`src/rtl/uart_pkg.sv`:
```
// Shared definitions for the UART TX path: SELECT command base, arbiter FSM encoding
// and the width of a requester id as carried in a SELECT command byte.
package uart_pkg;

    localparam logic [7:0] CMD_SELECT_DEFAULT = 8'h10;

    localparam int REQ_ID_W = 2;

    typedef enum logic [1:0] {
        ARB_IDLE,
        ARB_SELECT,
        ARB_STREAM
    } arb_state_e;

endpackage

```
`src/rtl/rr_arbiter.sv`:
```
// Combinational round-robin pick: the first requester strictly after ptr_i wins,
// wrapping around so that ptr_i itself has the lowest priority.
module rr_arbiter
    import uart_pkg::*;
#(
    parameter int N = 2
) (
    input  logic [REQ_ID_W-1:0] ptr_i,
    input  logic [N-1:0]        req_i,
    output logic [N-1:0]        gnt_o,
    output logic [REQ_ID_W-1:0] idx_o,
    output logic                any_o
);

    logic found;

    // NOTE: every signal gets a default at the top of the block so no path leaves it
    // unassigned; a missing default here would infer a latch.
    always_comb begin
        gnt_o = '0;
        idx_o = '0;
        found = 1'b0;
        for (int i = 0; i < N; i++) begin
            if (!found && req_i[i] && (i > int'(ptr_i))) begin
                found    = 1'b1;
                gnt_o[i] = 1'b1;
                idx_o    = REQ_ID_W'(i);
            end
        end
        // Wrap-around pass: indices at or below the pointer.
        for (int i = 0; i < N; i++) begin
            if (!found && req_i[i] && (i <= int'(ptr_i))) begin
                found    = 1'b1;
                gnt_o[i] = 1'b1;
                idx_o    = REQ_ID_W'(i);
            end
        end
        any_o = found;
    end

endmodule

```
`src/rtl/uart_tx_arbiter.sv`:
```
// Frame-level round-robin arbiter in front of the TX escape stage. Emits a SELECT command
// whenever the frame owner changes and aborts frames whose owner stalls for too long.
module uart_tx_arbiter
    import uart_pkg::*;
#(
    parameter int         NUM_REQ        = 2,
    parameter int         TIMEOUT_CYCLES = 1024,
    parameter logic [7:0] CMD_SELECT     = CMD_SELECT_DEFAULT
) (
    input  logic                 CLK_I,
    input  logic                 RST_NI,
    input  logic [NUM_REQ-1:0]   REQ_VALID_I,
    output logic [NUM_REQ-1:0]   REQ_READY_O,
    input  logic [8*NUM_REQ-1:0] REQ_DATA_I,
    input  logic [NUM_REQ-1:0]   REQ_LAST_I,
    input  logic                 TX_READY_I,
    output logic                 WRITE_O,
    output logic [7:0]           DATA_SEND_O,
    output logic                 WRITE_COMMAND_O,
    output logic [7:0]           COMMAND_O,
    output logic [NUM_REQ-1:0]   GRANT_O,
    output logic                 TIMEOUT_O
);

    localparam int               CNT_W    = $clog2(TIMEOUT_CYCLES);
    localparam logic [CNT_W-1:0] CNT_LAST = CNT_W'(TIMEOUT_CYCLES - 1);

    arb_state_e          state_q, state_d;
    logic [REQ_ID_W-1:0] owner_q, owner_d;
    logic [NUM_REQ-1:0]  grant_q, grant_d;
    logic [REQ_ID_W-1:0] ptr_q, ptr_d;
    logic [REQ_ID_W-1:0] last_sel_q, last_sel_d;
    logic                sel_valid_q, sel_valid_d;
    logic [CNT_W-1:0]    tmo_cnt_q, tmo_cnt_d;

    logic [NUM_REQ-1:0]  pick_gnt;
    logic [REQ_ID_W-1:0] pick_idx;
    logic                pick_any;

    logic                owner_valid;
    logic                owner_last;
    logic [7:0]          owner_data;

    rr_arbiter #(
        .N (NUM_REQ)
    ) u_rr (
        .ptr_i (ptr_q),
        .req_i (REQ_VALID_I),
        .gnt_o (pick_gnt),
        .idx_o (pick_idx),
        .any_o (pick_any)
    );

    // The one-hot grant doubles as the owner mux select.
    always_comb begin
        owner_valid = |(REQ_VALID_I & grant_q);
        owner_last  = |(REQ_LAST_I & grant_q);
        owner_data  = '0;
        for (int i = 0; i < NUM_REQ; i++) begin
            if (grant_q[i]) begin
                owner_data = REQ_DATA_I[8*i +: 8];
            end
        end
    end

    always_comb begin
        state_d         = state_q;
        owner_d         = owner_q;
        grant_d         = grant_q;
        ptr_d           = ptr_q;
        last_sel_d      = last_sel_q;
        sel_valid_d     = sel_valid_q;
        tmo_cnt_d       = tmo_cnt_q;
        REQ_READY_O     = '0;
        WRITE_O         = 1'b0;
        DATA_SEND_O     = '0;
        WRITE_COMMAND_O = 1'b0;
        COMMAND_O       = '0;
        TIMEOUT_O       = 1'b0;

        case (state_q)
            ARB_IDLE: begin
                tmo_cnt_d = '0;
                if (pick_any) begin
                    owner_d = pick_idx;
                    grant_d = pick_gnt;
                    state_d = (!sel_valid_q || (pick_idx != last_sel_q)) ? ARB_SELECT : ARB_STREAM;
                end
            end

            ARB_SELECT: begin
                WRITE_COMMAND_O = TX_READY_I;
                COMMAND_O       = CMD_SELECT | 8'(owner_q);
                if (TX_READY_I) begin
                    last_sel_d  = owner_q;
                    sel_valid_d = 1'b1;
                    state_d     = ARB_STREAM;
                end
            end

            ARB_STREAM: begin
                REQ_READY_O = TX_READY_I ? grant_q : '0;
                WRITE_O     = owner_valid & TX_READY_I;
                DATA_SEND_O = owner_data;
                if (owner_valid) begin
                    tmo_cnt_d = '0;
                    if (TX_READY_I && owner_last) begin
                        ptr_d   = owner_q;
                        grant_d = '0;
                        state_d = ARB_IDLE;
                    end
                end else if (tmo_cnt_q == CNT_LAST) begin
                    // Owner went silent mid-frame: the host must see a fresh SELECT next time.
                    TIMEOUT_O   = 1'b1;
                    ptr_d       = owner_q;
                    sel_valid_d = 1'b0;
                    grant_d     = '0;
                    state_d     = ARB_IDLE;
                end else begin
                    tmo_cnt_d = tmo_cnt_q + CNT_W'(1);
                end
            end

            default: begin
                state_d = ARB_IDLE;
            end
        endcase
    end

    assign GRANT_O = grant_q;

    // NOTE: sequential state uses non-blocking assignments so every register samples
    // the pre-edge values, independent of statement order.
    always_ff @(posedge CLK_I or negedge RST_NI) begin
        if (!RST_NI) begin
            state_q     <= ARB_IDLE;
            owner_q     <= '0;
            grant_q     <= '0;
            ptr_q       <= REQ_ID_W'(NUM_REQ - 1);
            last_sel_q  <= '0;
            sel_valid_q <= 1'b0;
            tmo_cnt_q   <= '0;
        end else begin
            state_q     <= state_d;
            owner_q     <= owner_d;
            grant_q     <= grant_d;
            ptr_q       <= ptr_d;
            last_sel_q  <= last_sel_d;
            sel_valid_q <= sel_valid_d;
            tmo_cnt_q   <= tmo_cnt_d;
        end
    end

endmodule

```
`config.mk`:
```
export PLATFORM = sky130hd
export DESIGN_NAME = uart_tx_arbiter
export DESIGN_NICKNAME = d
export VERILOG_FILES = /design/src/rtl/uart_pkg.sv /design/src/rtl/rr_arbiter.sv /design/src/rtl/uart_tx_arbiter.sv
export SDC_FILE = /design/constraint.sdc
export NUM_CORES = 1
export LEC_CHECK = 0
export ABC_AREA = 1
export CAP_MARGIN = 10
export CORE_MARGIN = 8
export CORE_UTILIZATION = 44
export DETAILED_ROUTE_END_ITERATION = 8
export GPL_ROUTABILITY_DRIVEN = 1
export GPL_TIMING_DRIVEN = 0
export PLACE_DENSITY_LB_ADDON = 0.3
export REMOVE_ABC_BUFFERS = 1
export SETUP_SLACK_MARGIN = 0.05
export SLEW_MARGIN = 30
export SYNTH_ARGS = -nofsm -noshare
export SYNTH_HDL_FRONTEND = slang
export SYNTH_SLANG_ARGS = --single-unit
```
`constraint.sdc`:
```
create_clock -name CLK_I -period 1.71 [get_ports CLK_I]
set_input_delay 0.342 -clock CLK_I [delete_from_list [all_inputs] [get_ports CLK_I]]
set_output_delay 0.342 -clock CLK_I [all_outputs]
set_load 0.005 [all_outputs]
```
==> qor.yml <==
clock_tree:
  numCtsBuffers: 3
  h-tree-depth: 1
  cts_num_sinks: 18
  cts_tree: "built"
  clkTransAtPathRegs_ps: 120
  clk_path_buf_depth: 2
  clock_latency_ps: 320
  cts_root_buf: "clkbuf_4"
synth:
  ys_warn_count: 0
  ys_ff_latch: 18
  syn_area_per_cell_um2: 6.855
  syn_area_um2: 1275
  synth-compound-area-share_pct: 12.27
  synth_seq_area_share_pct: 35.43
  synthCells: 186
  synth_fa_ha_area_share_pct: 0.9814
  yosys.area_share.simple_pct: 38.27
  synthMuxAreaShare_pct: 0
  synth-xor-area-share_pct: 2.061
  ys_types: 31
  synth_top_family_by_area: "simple AND/OR/NAND/NOR gates"
global_routing:
  overflow: 0
  grt_usage_pct: 16.60
  antenna_found_initial: 0
  grt_pass1_wl_um: 6837
  grt_max_degree: 19
  first_global_vias: 1496
sta:
  finalHoldViolations: 0
  fin_ws_ps: -225.1
  rsz0062_at_grt: "true"
  tns_ps: -1280
  period_needed_ps: 1935
  finalSetupViolations: 10
  period_share_pct: 113.2
  fmax_mhz: 516.8
  relSlewSlack_pct: 45.05
  final_max_slew_viol_count: 0
  fin_skew_ps: 12.44
  worstMarginPinSlew_ps: 821.6
detailed_routing:
  viasPerCell: 5.307
  drtIter0Drc: 82
  dr.pass1.iters: 4
  ant_nets: 0
  vias: 1555
  drc: 0
  wl_um: 4800
  detail_route.wl_per_cell_um: 16.38
placement:
  place.gp.congestion: 0.8469
  dp_hpwl_um: 2512
  place_ws_ps: -578.7
  dp.cells: 253
  portBuffers: 39
critical_path:
  slowest_stage: "dfrtp_1"
  reg2reg_from: "state_q[0]$_DFFE_PN0P_"
  crit_fanout: 3
  cpMostUsedCell: "buf_6"
  r2r_cells: 7
  cp_top_family: "buffers and inverters"
  worst-path-buf-inv: 5
  end_kind: "primary output"
  r2r_slack_ps: 0
  crit_arrival_ps: 1590
  reg2reg_to: "GRANT_O[0]$_DFFE_PN0P_"
  cp-startpoint: "GRANT_O[0]$_DFFE_PN0P_"
  cp-start-kind: "flip-flop"
  critPathKind: "flip-flop to primary output"
  cpPeakStageDelay_ps: 430
  crit_required_ps: 1370
  cp_cell_sequence: "inv_2 -> nor2_4 -> buf_4 -> buf_6 -> buf_6 -> nand2_2 -> a21oi_1 -> buf_2"
pwr:
  powerDensity_nw_per_um2: 1463
  power_uw: 3092
  power_leakage_uw: 0.001042
  peakVddDrop_uv: 1354
floorplanning:
  start_util_pct: 46.23
  rows: 19
  pin_count: 46
  die_h_um: 69.83
  core-area_um2: 2758
  die_w_um: 69.83
  dieArea_um2: 4876
layout:
  nNetsFinal: 287
  diodes: 0
  final_cell_mix: "41 x nand2_1, 20 x buf_4, 19 x clkdlybuf4s50_1"
  area_growth_pct: 65.75
  layout.cells.non_filler: 293
  drive_gt1_share_pct: 40.46
  final_common_cell: "nand2_1"
min_path:
  hp-class: "input pin to asynchronous set/reset pin"
run_status:
  failed_checks: "setup timing"
  status: "finished with violations"
job:
  maxCapViolations: 0
-- flip-flops by register name, indices dropped and copies added, names as in the netlist --
register,cells
state_q,2
tmo_cnt_q,10
sel_valid_q,1
ptr_q,1
last_sel_q,1
GRANT_O,2
owner_q,1
-- cells in the mapped netlist --
cell / n / area, um^2
a21boi_0: 1 / 7.510
inv_2: 4 / 15.01
xnor2_1: 1 / 8.760
buf_4: 6 / 45.04
nor2_2: 4 / 25.02
inv_1: 18 / 67.56
o21ai_1: 6 / 30.03
dfstp_2: 1 / 26.28
o211ai_1: 1 / 7.510
nor3_1: 2 / 10.01
clkbuf_1: 1 / 3.750
xor2_1: 2 / 17.52
nand2_2: 1 / 6.260
conb_1: 1 / 3.750
nor2_1: 13 / 48.80
nand2_4: 2 / 22.52
nand3_2: 2 / 20.02
o22ai_1: 1 / 6.260
o21ai_0: 8 / 40.04
dfrtp_1: 17 / 425.4
nand2_1: 56 / 210.2
nor2_4: 2 / 22.52
nand4_2: 1 / 12.51
o21ai_2: 1 / 8.760
nand4_1: 3 / 18.77
buf_2: 1 / 5.000
a21oi_1: 10 / 50.05
ha_1: 1 / 12.51
or2_2: 1 / 6.260
nand3_1: 17 / 85.08
a31oi_1: 1 / 6.260
-- metal layers --
metal	GRT usage [%]	part of all wire (%)	vias up
li1	-	-	740
met1	20.79	40	739
met2	27.11	51	69
met3	3.863	6.7	7
met4	5.580	1.8	0
met5	0	0	-
-- final cells by class --
type | count | area [um^2]
multi-input combinational | 143 | 853.3
inverter | 22 | 95.09
timing repair buffer | 75 | 646.9
fill | 196 | 644.4
tap | 31 | 38.79
sequential | 18 | 452.9
clock buffer | 4 | 26.28
-- how the worst max path moves through the flow --
stage | endpoint | slack (ps) | cells after the start
floorplan | TIMEOUT_O | 200 | 7
global placement | WRITE_O | -560 | 6
detailed placement | WRITE_O | -580 | 6
CTS | TIMEOUT_O | -200 | 8
global route | DATA_SEND_O[7] | -310 | 8
finish | DATA_SEND_O[7] | -230 | 8
-- stage by stage --
| step | instance area, um^2 | util, % | hold WS, ps |
|---|---|---|---|
| 4_1_cts | 1941 | 70.37 | 475.5 |
| 6_report | 2113 | 76.63 | 481.0 |
| 2_1_floorplan | 1240 | - | 46.41 |
| 5_1_grt | 2113 | 76.63 | 508.3 |
| 3_5_place_dp | 1669 | 60.53 | 471.2 |
| 3_3_place_gp | 1669 | 60.53 | 465.9 |
-- cells by family (layout without fill, tap and decap cells) --
kind of cell | Yosys count | count (layout)
simple gates | 104 | 104
buf+inv | 30 | 101
compound gates | 29 | 29
flops | 18 | 18
xor+xnor | 3 | 3
fa+ha+maj | 1 | 1
other cells | 1 | 6
-- what timing repair did --
item                       CTS  global route
hold buffers                 0             0
setup endpoints to repair   16            23
pin swaps                   11            17
buffers inserted            27            14
resized for setup           97            38
cloned                       0             0
-- power breakdown --
group          internal, uW  total (uW)  switching, uW
Combinational          1020        2200           1180
Clock                  91.4         247            156
Sequential              547         647            100
Total                  1660        3090           1440
Power figures use the tool's default switching activity.
